[config.mk]
export PLATFORM = sky130hd
export DESIGN_NAME = piso_serializer
export DESIGN_NICKNAME = d
export VERILOG_FILES = /design/src/rtl/serializer_pkg.sv /design/src/rtl/piso_serializer.sv
export SDC_FILE = /design/constraint.sdc
export NUM_CORES = 1
export LEC_CHECK = 0
export ABC_AREA = 0
export CELL_PAD_IN_SITES_DETAIL_PLACEMENT = 1
export CELL_PAD_IN_SITES_GLOBAL_PLACEMENT = 1
export CORE_UTILIZATION = 33
export CTS_CLUSTER_DIAMETER = 150
export DETAILED_ROUTE_END_ITERATION = 8
export PLACE_DENSITY_LB_ADDON = 0.1
export REMOVE_ABC_BUFFERS = 1
export SLEW_MARGIN = 20
export SYNTH_ARGS = -nofsm -noshare
export SYNTH_HDL_FRONTEND = slang
export SYNTH_SLANG_ARGS = --single-unit
[constraint.sdc]
create_clock -name clk -period 1.5 [get_ports clk]
set_clock_uncertainty 0.05 [all_clocks]
set_input_delay 0.3 -clock clk [delete_from_list [all_inputs] [get_ports clk]]
set_output_delay 0.3 -clock clk [all_outputs]
set_load 0.05 [all_outputs]
[src/rtl/serializer_pkg.sv]
// -----------------------------------------------------------------------------
// serializer_pkg
// Shared definitions for the PISO serializer used by the UART TX path.
//   state_t         : two-state FSM encoding (IDLE, SHIFT), 1 bit
//   cnt_width()     : bit-counter width for a given word width
//   DATA_WIDTH_MIN/ : legal range of the serializer word width
//   DATA_WIDTH_MAX
// -----------------------------------------------------------------------------
package serializer_pkg;

  localparam int DATA_WIDTH_MIN = 2;
  localparam int DATA_WIDTH_MAX = 32;

  typedef enum logic {
    IDLE  = 1'b0,
    SHIFT = 1'b1
  } state_t;

  // Width of a counter that must hold 0..w-1.
  function automatic int cnt_width(input int w);
    return $clog2(w);
  endfunction

endpackage

[src/rtl/piso_serializer.sv]
// -----------------------------------------------------------------------------
// piso_serializer
// Parallel-in / serial-out shifter feeding the UART TX frame FSM. A word is
// taken over a valid/ready handshake and shifted out one bit per ser_en edge,
// LSB- or MSB-first.
//
// Parameters:
//   DATA_WIDTH : word width, 2..32 (elaboration error otherwise)
//   LSB_FIRST  : 1 = bit 0 first, 0 = bit DATA_WIDTH-1 first
//
// Ports:
//   clk        in   rising-edge clock
//   rst        in   asynchronous reset, active-low
//   p_data     in   parallel word
//   data_valid in   p_data valid
//   data_ready out  word accepted at the edge when data_valid && data_ready
//   ser_en     in   advance one bit at this edge
//   ser_data   out  current serial bit (0 when idle)
//   ser_done   out  current ser_data is the last bit of the word
//   ser_busy   out  word in flight
//
// Build option:
//   SERIALIZER_HOLD_EN : adds a one-entry hold buffer so a second word can be
//                        queued during SHIFT and follow with no idle cycle.
// -----------------------------------------------------------------------------
module piso_serializer
  import serializer_pkg::*;
#(
  parameter int DATA_WIDTH = 8,
  parameter bit LSB_FIRST  = 1'b1
) (
  input  logic                  clk,
  input  logic                  rst,
  input  logic [DATA_WIDTH-1:0] p_data,
  input  logic                  data_valid,
  output logic                  data_ready,
  input  logic                  ser_en,
  output logic                  ser_data,
  output logic                  ser_done,
  output logic                  ser_busy
);

  localparam int              CNT_W    = cnt_width(DATA_WIDTH);
  localparam logic [CNT_W-1:0] CNT_LAST = CNT_W'(DATA_WIDTH - 1);

  if (DATA_WIDTH < DATA_WIDTH_MIN || DATA_WIDTH > DATA_WIDTH_MAX) begin : g_width_check
    $error("piso_serializer: DATA_WIDTH must be in 2..32");
  end

  state_t                  state_r, state_nxt_s;
  logic [DATA_WIDTH-1:0]   shift_r, shift_nxt_s, shifted_s;
  logic [CNT_W-1:0]        count_r, count_nxt_s;
  logic                    accept_s;
  logic                    last_s;

`ifdef SERIALIZER_HOLD_EN
  logic [DATA_WIDTH-1:0]   hold_data_r, hold_data_nxt_s;
  logic                    hold_full_r, hold_full_nxt_s;

  // Ready whenever the hold slot is free, in either state.
  assign data_ready = !hold_full_r;
`else
  // Without a hold slot, a new word is only taken while idle.
  assign data_ready = (state_r == IDLE);
`endif

  assign accept_s = data_valid && data_ready;
  assign last_s   = (count_r == CNT_LAST);

  // Outputs decoded straight from registers so the first bit appears the
  // cycle after accept and ser_done covers stalls on the last bit.
  assign ser_busy = (state_r == SHIFT);
  assign ser_done = (state_r == SHIFT) && last_s;
  assign ser_data = (state_r == SHIFT) ?
                    (LSB_FIRST ? shift_r[0] : shift_r[DATA_WIDTH-1]) : 1'b0;

  // Shift toward the output end with zero fill.
  always_comb begin
    if (LSB_FIRST) begin
      shifted_s = {1'b0, shift_r[DATA_WIDTH-1:1]};
    end else begin
      shifted_s = {shift_r[DATA_WIDTH-2:0], 1'b0};
    end
  end

  // Next-state, shift register, bit counter and hold-slot update.
  always_comb begin
    state_nxt_s = state_r;
    shift_nxt_s = shift_r;
    count_nxt_s = count_r;
`ifdef SERIALIZER_HOLD_EN
    hold_data_nxt_s = hold_data_r;
    hold_full_nxt_s = hold_full_r;
`endif
    case (state_r)
      IDLE: begin
        // ser_en has no effect while idle.
        if (accept_s) begin
          shift_nxt_s = p_data;
          count_nxt_s = '0;
          state_nxt_s = SHIFT;
        end else begin
          state_nxt_s = IDLE;
        end
      end
      SHIFT: begin
        if (ser_en && !last_s) begin
          shift_nxt_s = shifted_s;
          count_nxt_s = count_r + CNT_W'(1);
        end else if (ser_en) begin
`ifdef SERIALIZER_HOLD_EN
          // Word boundary: chain the held word, or bypass a word arriving
          // on this very edge, so the line never goes idle between words.
          if (hold_full_r) begin
            shift_nxt_s     = hold_data_r;
            hold_full_nxt_s = 1'b0;
            count_nxt_s     = '0;
          end else if (accept_s) begin
            shift_nxt_s = p_data;
            count_nxt_s = '0;
          end else begin
            shift_nxt_s = '0;
            count_nxt_s = '0;
            state_nxt_s = IDLE;
          end
`else
          shift_nxt_s = '0;
          count_nxt_s = '0;
          state_nxt_s = IDLE;
`endif
        end else begin
          // Stall: shift_reg and count hold their values.
          state_nxt_s = SHIFT;
        end
`ifdef SERIALIZER_HOLD_EN
        // An accept that is not consumed by the boundary bypass goes to the
        // hold slot; at a boundary with the slot full, data_ready is low.
        if (accept_s && !(ser_en && last_s)) begin
          hold_data_nxt_s = p_data;
          hold_full_nxt_s = 1'b1;
        end else begin
          hold_data_nxt_s = hold_data_nxt_s;
        end
`endif
      end
      default: begin
        state_nxt_s = IDLE;
        shift_nxt_s = '0;
        count_nxt_s = '0;
      end
    endcase
  end

  // State, shift register and counter flops; reset discards any word.
  always_ff @(posedge clk or negedge rst) begin
    if (!rst) begin
      state_r <= IDLE;
      shift_r <= '0;
      count_r <= '0;
    end else begin
      state_r <= state_nxt_s;
      shift_r <= shift_nxt_s;
      count_r <= count_nxt_s;
    end
  end

`ifdef SERIALIZER_HOLD_EN
  // Hold-slot flops.
  always_ff @(posedge clk or negedge rst) begin
    if (!rst) begin
      hold_data_r <= '0;
      hold_full_r <= 1'b0;
    end else begin
      hold_data_r <= hold_data_nxt_s;
      hold_full_r <= hold_full_nxt_s;
    end
  end
`endif

endmodule

After elaboration in Yosys (flattened, before gate mapping)
Cells that the tools add are included.
- reductions and logical operators: 5
- equal/unequal tests: 3
- bitwise logic cells: 1
- add/sub/neg operators: 1
- multiplexer cells: 13
- operators with widths (operator ; number):
    two-way mux 8 bit ; 3
    one-hot mux 8 bit (2 select lines) ; 1
    two-way mux 3 bit ; 3
    one-hot mux 3 bit (2 select lines) ; 1
    two-way mux 1 bit ; 4
    adder 3 x 1 -> 3 bit (second input constant) ; 1
    equality test 3 bit (second input constant) ; 1
    logical AND 1 bit ; 3
    != test 3 x 2 -> 1 bit (second input constant) ; 1
    != test 2 x 1 -> 1 bit (second input constant) ; 1
    one-hot mux 1 bit (2 select lines) ; 1
    AND reduction 2 bit ; 1
    logical NOT 1 bit ; 1
    NOT 1 bit ; 1
- word-level logic and storage cells: 26
- input port bits: 12
- bits in registers: 12
- output and inout bits: 4

Longest topological paths before layout
Gate-level depths: netlist (run 1).
- depth in word-level cells: 5
- mapped depth: 4
- mapped depth without buffers: 4

Worst setup path before layout (run 1)
No wires, ideal clock.
- path type: register to output
- from: register state_r, in the netlist ser_busy
- to: output ser_data
- data required time: 1.150 ns
- arrival: 1.830 ns
- stages on the path, launching flop included: 4
- path buffers: 1
- slack: -0.680 ns
- path through: dfrtp_1 > buf_2 > inv_2 > nor2_1
- cells in the longest elaborated chain, start to end: 1
- ends and longest elaborated chain (item ; RTL line ; source):
    start, declared ; piso_serializer.sv:50 ; state_t state_r, state_nxt_s;
    start signal, assigned ; piso_serializer.sv:161 ; state_r <= state_nxt_s;
    two-way mux 1 bit ; piso_serializer.sv:74 ; assign ser_data = (state_r == SHIFT) ?
    end, declared ; piso_serializer.sv:38 ; output logic ser_data,
Every way passes these cells.

Worst setup path after layout (run 1)
- from: register count_r[0]
- to: output ser_done
- cells in the longest elaborated chain, start to end: 2
- ends and longest elaborated chain (item ; RTL line ; source):
    start, declared ; piso_serializer.sv:52 ; logic [CNT_W-1:0] count_r, count_nxt_s;
    start signal, assigned ; piso_serializer.sv:163 ; count_r <= count_nxt_s;
    equality test 3 bit ; piso_serializer.sv:68 ; assign last_s = (count_r == CNT_LAST);
    logical AND 1 bit ; piso_serializer.sv:73 ; assign ser_done = (state_r == SHIFT) && last_s;
    end, declared ; piso_serializer.sv:39 ; output logic ser_done,
Every way passes these cells.

==> reports/summary.log, run 1 <==
[status] result of the run complete, but fails checks
[status] failing checks negative setup slack
[flow_run] max cap viols 0
[detailed_routing] via count 569
[logic_synthesis] cell taking the most area after synthesis sky130_fd_sc_hd__dfrtp_1
[worst_setup_path] CP Launch Type flip-flop
[logic_synthesis] mean instance size in the synthesized netlist 11.3 um^2
[detailed_routing] Via density 4.95
[sta] Final Critical Period 1.66 ns
[layout] final core utilization 0.566
[clocking] Clock H-tree levels 1
[logic_synthesis] synth unique cells 18
[sta] Worst Max-Slew Pin Slew 0.479 ns
[logic_synthesis] Synth area leaders sky130_fd_sc_hd__dfrtp_1, sky130_fd_sc_hd__a221oi_2, sky130_fd_sc_hd__nor3b_1
[sta] Final Max Tran Viols 0
[placement] count of input and output buffers 15
[global_route] initial antenna violation count 0
[power_and_ir_drop] highest ir drop seen on vdd 0.992 mV
[placement] routability congestion estimate 0.705
[logic_synthesis] synthesis warning total 0
[sta] final count of negative-setup-slack endpoints 7
[worst_setup_path] category of the worst setup path capture point primary output
[hold_path] type of the most critical hold path input pin to asynchronous set/reset pin
[detailed_routing] detail-routed net length per standard cell 14.7 um
[sta] TNS Setup -0.249 ns
[worst_setup_path] worst reg2reg path startpoint count_r[0]$_DFFE_PN0P_
[layout] count of non-filler cells in the finished layout 115
[sta] unrepaired setup endpoints after global routing true
[floorplanning] die width 47.8 um
[sta] Max-Slew Margin vs Limit 0.674
[logic_synthesis] Synth async-reset ratio 1.00
[global_route] global-route usage over all layers 0.178
[floorplanning] Total Die Area 2280 um^2
[placement] worst slack at placement -0.110 ns
[worst_setup_path] RR Endpoint shift_r[3]$_DFFE_PN0P_
[detailed_routing] DRC errors left 0
[placement] # placed instances 107
[clocking] total of hold buffers inserted after clock tree synthesis 0
[logic_synthesis] Gate Count Post-Synth 61
[logic_synthesis] post-synthesis instance area 692 um^2
[placement] total cell area at the placement stage 951 um^2
[placement] placed wire-length estimate 1.11 mm
[global_route] grt total ovfl 0
[sta] hold slack final 0.258 ns
[logic_synthesis] EDFF count, synth 0
[clocking] clk root buf sky130_fd_sc_hd__clkbuf_4
[global_route] maximum number of pins on one net before global-route repair 13
[logic_synthesis] post-synthesis register bit count 12
[floorplanning] Starting Density 0.353
[layout] share of cells above drive strength 1 0.466
[floorplanning] height of the die 47.8 um
[layout] finished layout cell area 1110 um^2
[detailed_routing] First-pass DRT Iterations 4
[clocking] clock insertion delay at the later pin of the skew report 0.29 ns
[sta] setup slack of the critical path after layout -0.155 ns
[power_and_ir_drop] Power per Cell Area 1530 nW/um^2
[worst_setup_path] Worst Setup EP ser_done
[floorplanning] # rows 16
[global_route] wire length of the first global-routing pass 2.66 mm
[detailed_routing] DRC marker count from the first detailed-route iteration 5
[global_route] via count of the first global-routing pass 555
[sta] number of endpoints with negative hold slack in the final report 0
[clocking] clock-pin slew on the worst setup and hold paths 0.08 ns
[worst_setup_path] required time of the worst setup path 1.15 ns
[logic_synthesis] Most used DFF post-synth sky130_fd_sc_hd__dfrtp_1
[power_and_ir_drop] static leakage 0.467 nW
[worst_setup_path] critical path start-end classification flip-flop to primary output
[logic_synthesis] Yosys top cell area share 0.434
[layout] Antenna Cells 0
[sta] achievable frequency 604 MHz
[floorplanning] Placeable Area 1960 um^2
[worst_setup_path] data arrival at the endpoint of the critical path 1.31 ns
[layout] synth-to-layout area growth 60.4%
[worst_setup_path] R2R cell count 6
[worst_setup_path] critical path peak fanout 3
[detailed_routing] Final ANT Viol Nets 0
[sta] fin crit share 1.10
[clocking] number of sinks handled by clock tree synthesis 12
[worst_setup_path] launching element of the worst setup path count_r[0]$_DFFE_PN0P_
[worst_setup_path] setup slack, reg-to-reg -0.04 ns
[clocking] number of buffers on the longest clock path 2
[clocking] CTS tree yes
[logic_synthesis] share of synthesized area occupied by flip-flops and latches 0.434
[power_and_ir_drop] total design power 1.70 mW
[floorplanning] count of pins on the block boundary 16
[detailed_routing] Final Routed Wirelength 1.69 mm
[clocking] clock buffer count from CTS 3
[layout] Nets 104
-- cell usage in the layout, fill, tap and decap left out, types with 2 or more instances in the layout --
| cell type | netlist | layout |
|---|---|---|
| sky130_fd_sc_hd__nand2b_4 | 0 | 7 |
| sky130_fd_sc_hd__nor2_1 | 4 | 3 |
| sky130_fd_sc_hd__clkdlybuf4s50_1 | 0 | 11 |
| sky130_fd_sc_hd__nor3b_1 | 7 | 7 |
| sky130_fd_sc_hd__a221oi_2 | 7 | 7 |
| sky130_fd_sc_hd__buf_12 | 0 | 4 |
| sky130_fd_sc_hd__inv_1 | 8 | 7 |
| sky130_fd_sc_hd__buf_4 | 1 | 10 |
| sky130_fd_sc_hd__a32o_1 | 2 | 2 |
| sky130_fd_sc_hd__clkbuf_4 | 0 | 3 |
| sky130_fd_sc_hd__dfrtp_1 | 12 | 11 |
| sky130_fd_sc_hd__ha_4 | 0 | 2 |
-- cells in the mapped netlist (2+ instances only) --
master,instances
sky130_fd_sc_hd__nand2b_1,7
sky130_fd_sc_hd__dfrtp_1,12
sky130_fd_sc_hd__inv_1,8
sky130_fd_sc_hd__nor3b_1,7
sky130_fd_sc_hd__a221oi_2,7
sky130_fd_sc_hd__nor2_1,4
sky130_fd_sc_hd__buf_2,2
sky130_fd_sc_hd__ha_1,3
sky130_fd_sc_hd__a32o_1,2
-- worst max-delay path, stage by stage (launching register included) --
cell	delay [ns]
sky130_fd_sc_hd__dfrtp_1	0.43
sky130_fd_sc_hd__ha_4	0.19
sky130_fd_sc_hd__ha_4	0.17
sky130_fd_sc_hd__inv_4	0.06
sky130_fd_sc_hd__nor2_4	0.03
sky130_fd_sc_hd__buf_12	0.14
-- worst min path at each step --
stage | from | to | slack (ns)
global placement | count_r[1]$_DFFE_PN0P_ | count_r[1]$_DFFE_PN0P_ | 0.44
finish | rst | shift_r[4]$_DFFE_PN0P_ | 0.26
global route | rst | shift_r[4]$_DFFE_PN0P_ | 0.28
floorplan | rst | count_r[0]$_DFFE_PN0P_ | -0.05
CTS | rst | shift_r[4]$_DFFE_PN0P_ | 0.26
detailed placement | count_r[1]$_DFFE_PN0P_ | count_r[1]$_DFFE_PN0P_ | 0.45
-- sequential cells by signal, summed over array words and instances (netlist names) --
signal	count
shift_r	8
count_r	3
ser_busy	1
-- layer usage --
layer | part of all wire | global-route usage | routed length (um) | up-vias
li1 | - | - | - | 272
met1 | 0.47 | 0.231 | 793 | 283
met2 | 0.48 | 0.276 | 810 | 11
met3 | 0.039 | 0.0566 | 66 | 3
met4 | 0.014 | 0.0667 | 23 | 0
met5 | 0 | 0 | 0 | -
-- timing repair --
action / 4_1_cts / 5_1_grt
pin swaps: 2 / 2
setup buffers: 3 / 1
hold endpoints to repair: 0 / 0
resized for setup: 16 / 1
endpoints found under the setup margin: 9 / 9
-- power breakdown --
group	switching, mW	leakage, nW	total (mW)	internal (mW)
Clock	0.121	0.0210	0.270	0.148
Sequential	0.127	0.137	0.574	0.447
Combinational	0.378	0.309	0.859	0.481
-- final cells by class --
type | instances | area [um^2]
multi-input cells | 37 | 425
fillers | 229 | 852
flip-flops and latches | 12 | 302
clock buffers | 4 | 36.3
repair buffers | 26 | 277
well taps | 27 | 33.8
inverters | 9 | 36.3
-- cells by family after synthesis --
logic type,synth area share
muxes,0.0470
AOI/OAI and AO/OA,0.208
buffers and inverters,0.0741
adders and majority gates,0.0543
DFF,0.434
and+or+nand+nor,0.183
(Power assumes the default switching activity.)
==> run 2, diff against run 1 <==
--- a/config.mk
+++ b/config.mk
@@ -8,10 +8,12 @@
 export ABC_AREA = 0
 export CELL_PAD_IN_SITES_DETAIL_PLACEMENT = 1
 export CELL_PAD_IN_SITES_GLOBAL_PLACEMENT = 1
+export CORE_MARGIN = 1
 export CORE_UTILIZATION = 33
 export CTS_CLUSTER_DIAMETER = 150
 export DETAILED_ROUTE_END_ITERATION = 8
-export PLACE_DENSITY_LB_ADDON = 0.1
+export MAX_ROUTING_LAYER = met4
+export PLACE_DENSITY = 0.69
 export REMOVE_ABC_BUFFERS = 1
 export SLEW_MARGIN = 20
 export SYNTH_ARGS = -nofsm -noshare
==> run 2 against run 1 <==
The run still ends with negative setup slack left. Cell area shrank 0.34%. Via count is 3.7% higher. Global-route usage rose by 1.3 points. First-iteration DRC count down 80%. Setup slack improved by 0.013 ns. Combinational power grew 9.4%. Sequential cell count unchanged. Critical path depth is the same. Core utilization down 0.19 points. Maximum frequency is 0.78% higher. Count of clock-buffer cells in the layout stayed put. Clock power down 2%. Critical path type unchanged. Largest cell class unchanged. Largest power group unchanged.
==> reports/summary.log, run 2 (synthesis results as in run 1) <==
[status] result of the run complete, but fails checks
[status] failing checks negative setup slack
[detailed_routing] detail-routed net length per standard cell 16.5 um [+12%]
[placement] routability congestion estimate 0.740 [+5.1%]
[detailed_routing] Final ANT Viol Nets 0 [unchanged]
[layout] finished layout cell area 1110 um^2 [-0.34%]
[layout] most frequent standard cell in the layout excluding fill and tap cells sky130_fd_sc_hd__buf_4
[global_route] initial antenna violation count 0 [unchanged]
[detailed_routing] First-pass DRT Iterations 3 [-1]
[detailed_routing] DRC marker count from the first detailed-route iteration 1 [-4]
[placement] placed wire-length estimate 1.17 mm [+5.7%]
[layout] synth-to-layout area growth 59.9%
[floorplanning] Placeable Area 1960 um^2 [unchanged]
[global_route] grt total ovfl 0 [unchanged]
[clocking] clk root buf sky130_fd_sc_hd__clkbuf_4
[floorplanning] Total Die Area 2280 um^2 [unchanged]
[worst_setup_path] required time of the worst setup path 1.15 ns [about the same]
[layout] final core utilization 0.564 [-0.00191]
[clocking] clock insertion delay at the later pin of the skew report 0.28 ns [about the same]
[detailed_routing] DRC errors left 0 [unchanged]
[worst_setup_path] data arrival at the endpoint of the critical path 1.29 ns [-0.02 ns]
[flow_run] max cap viols 0 [unchanged]
[clocking] number of buffers on the longest clock path 2 [unchanged]
[power_and_ir_drop] Power per Cell Area 1580 nW/um^2 [+3.2%]
[floorplanning] count of pins on the block boundary 16 [unchanged]
[sta] Final Critical Period 1.64 ns [-0.0127 ns]
[hold_path] type of the most critical hold path input pin to asynchronous set/reset pin
[global_route] wire length of the first global-routing pass 2.70 mm [+1.5%]
[detailed_routing] via count 590 [+3.7%]
[layout] share of cells above drive strength 1 0.441 [-0.0250]
[sta] Max-Slew Margin vs Limit 0.665 [-0.00851]
[detailed_routing] Via density 4.92 [-0.63%]
[worst_setup_path] critical path peak fanout 2 [-1]
[sta] number of endpoints with negative hold slack in the final report 0 [unchanged]
[sta] unrepaired setup endpoints after global routing true
[layout] register name with the most flops shift_r
[clocking] number of sinks handled by clock tree synthesis 12 [unchanged]
[placement] count of input and output buffers 15 [unchanged]
[worst_setup_path] category of the worst setup path capture point primary output
[floorplanning] Starting Density 0.353 [unchanged]
[detailed_routing] Final Routed Wirelength 1.98 mm [+17%]
[layout] most frequent cells in the layout sky130_fd_sc_hd__buf_4, sky130_fd_sc_hd__dfrtp_1, sky130_fd_sc_hd__clkdlybuf4s50_1
[clocking] Clock H-tree levels 1 [unchanged]
[worst_setup_path] CP Launch Type flip-flop
[clocking] clock buffer count from CTS 3 [unchanged]
[floorplanning] die width 47.8 um [unchanged]
[placement] total cell area at the placement stage 951 um^2 [unchanged]
[power_and_ir_drop] static leakage 0.481 nW [+3.0%]
[clocking] clock-pin slew on the worst setup and hold paths 0.08 ns [about the same]
[global_route] maximum number of pins on one net before global-route repair 13 [unchanged]
[sta] final count of negative-setup-slack endpoints 2 [-5]
[worst_setup_path] critical path start-end classification flip-flop to primary output
[layout] number of filler cells placed in the layout 226 [-1.3%]
[power_and_ir_drop] highest ir drop seen on vdd 0.860 mV [-13%]
[global_route] global-route usage over all layers 0.191 [+0.0134]
[clocking] CTS tree yes
[layout] max FFs per register 8 [unchanged]
[layout] Nets 109 [+4.8%]
[sta] achievable frequency 609 MHz [+0.78%]
[global_route] via count of the first global-routing pass 607 [+9.4%]
[sta] Final Max Tran Viols 0 [unchanged]
[sta] Worst Max-Slew Pin Slew 0.491 ns [+0.0125 ns]
[floorplanning] # rows 16 [unchanged]
[floorplanning] height of the die 47.8 um [unchanged]
[sta] fin crit share 1.09 [-0.00849]
[sta] setup slack of the critical path after layout -0.142 ns [+0.0127 ns]
[layout] Antenna Cells 0 [unchanged]
-- run 2: critical path, cell delays in order, from the launching register on --
cell and delay (ns):
sky130_fd_sc_hd__dfrtp_1 0.42, sky130_fd_sc_hd__ha_4 0.19, sky130_fd_sc_hd__ha_4 0.17, sky130_fd_sc_hd__inv_4 0.06, sky130_fd_sc_hd__nor2_4 0.04, sky130_fd_sc_hd__buf_12 0.14
-- run 2: final timing paths --
path                                         from                     end  slack [ns]  cells after the start
hold / removal                                rst  shift_r[3]$_DFFE_PN0P_        0.27                      2
hold reg to reg            shift_r[5]$_DFFE_PN0P_  shift_r[5]$_DFFE_PN0P_        0.49                      2
setup / recovery           count_r[0]$_DFFE_PN0P_                ser_done       -0.14                      5
max in group asynchronous                     rst      ser_busy$_DFF_PN0_        0.96                      2
setup reg to reg           count_r[0]$_DFFE_PN0P_  shift_r[6]$_DFFE_PN0P_        0.05                      5
min in group clk           shift_r[5]$_DFFE_PN0P_  shift_r[5]$_DFFE_PN0P_        0.49                      2
-- run 2: layer usage --
layer	wire [um]	global-route usage	vias up
met5	0	-	-
met4	39	0.133	0
met3	55	0.0340	4
met2	983	0.300	13
met1	904	0.218	292
li1	-	-	281
-- run 2: area by class of cell --
class                   count  area (um^2)  area share
clock buffers               4         36.3      0.0328
well taps                  27         33.8      0.0305
multi-input cells          37          388       0.351
repair buffers             31          310       0.281
flip-flops and latches     12          302       0.273
inverters                   9         36.3      0.0328
-- run 2: what timing repair did --
| item | in CTS | in global routing |
|---|---|---|
| endpoints found under the setup margin | 5 | 5 |
| hold buffers | 0 | 0 |
| resized for setup | 9 | 2 |
| pin swaps | 2 | 2 |
| cloned | 0 | 0 |
| setup buffers | 6 | 5 |
-- run 2: report_power, final --
part	internal (mW)	leakage [nW]	switching (mW)
registers	0.447	0.137	0.100
clock network	0.148	0.0210	0.117
logic	0.519	0.323	0.421
-- run 2: stage by stage --
step | hold WS, ns | instances | worst slack [ns] | total power, mW | TNS [ns]
detailed placement | 0.444 | 107 | -0.102 | 1.26 | -1.04
global placement | 0.449 | 107 | -0.0948 | 1.23 | -0.715
global route | 0.293 | 120 | -0.176 | 1.85 | -0.274
floorplan | -0.0456 | 58 | -0.728 | 0.959 | -3.10
finish | 0.273 | 120 | -0.142 | 1.75 | -0.153
CTS | 0.267 | 116 | -0.134 | 1.62 | -0.141
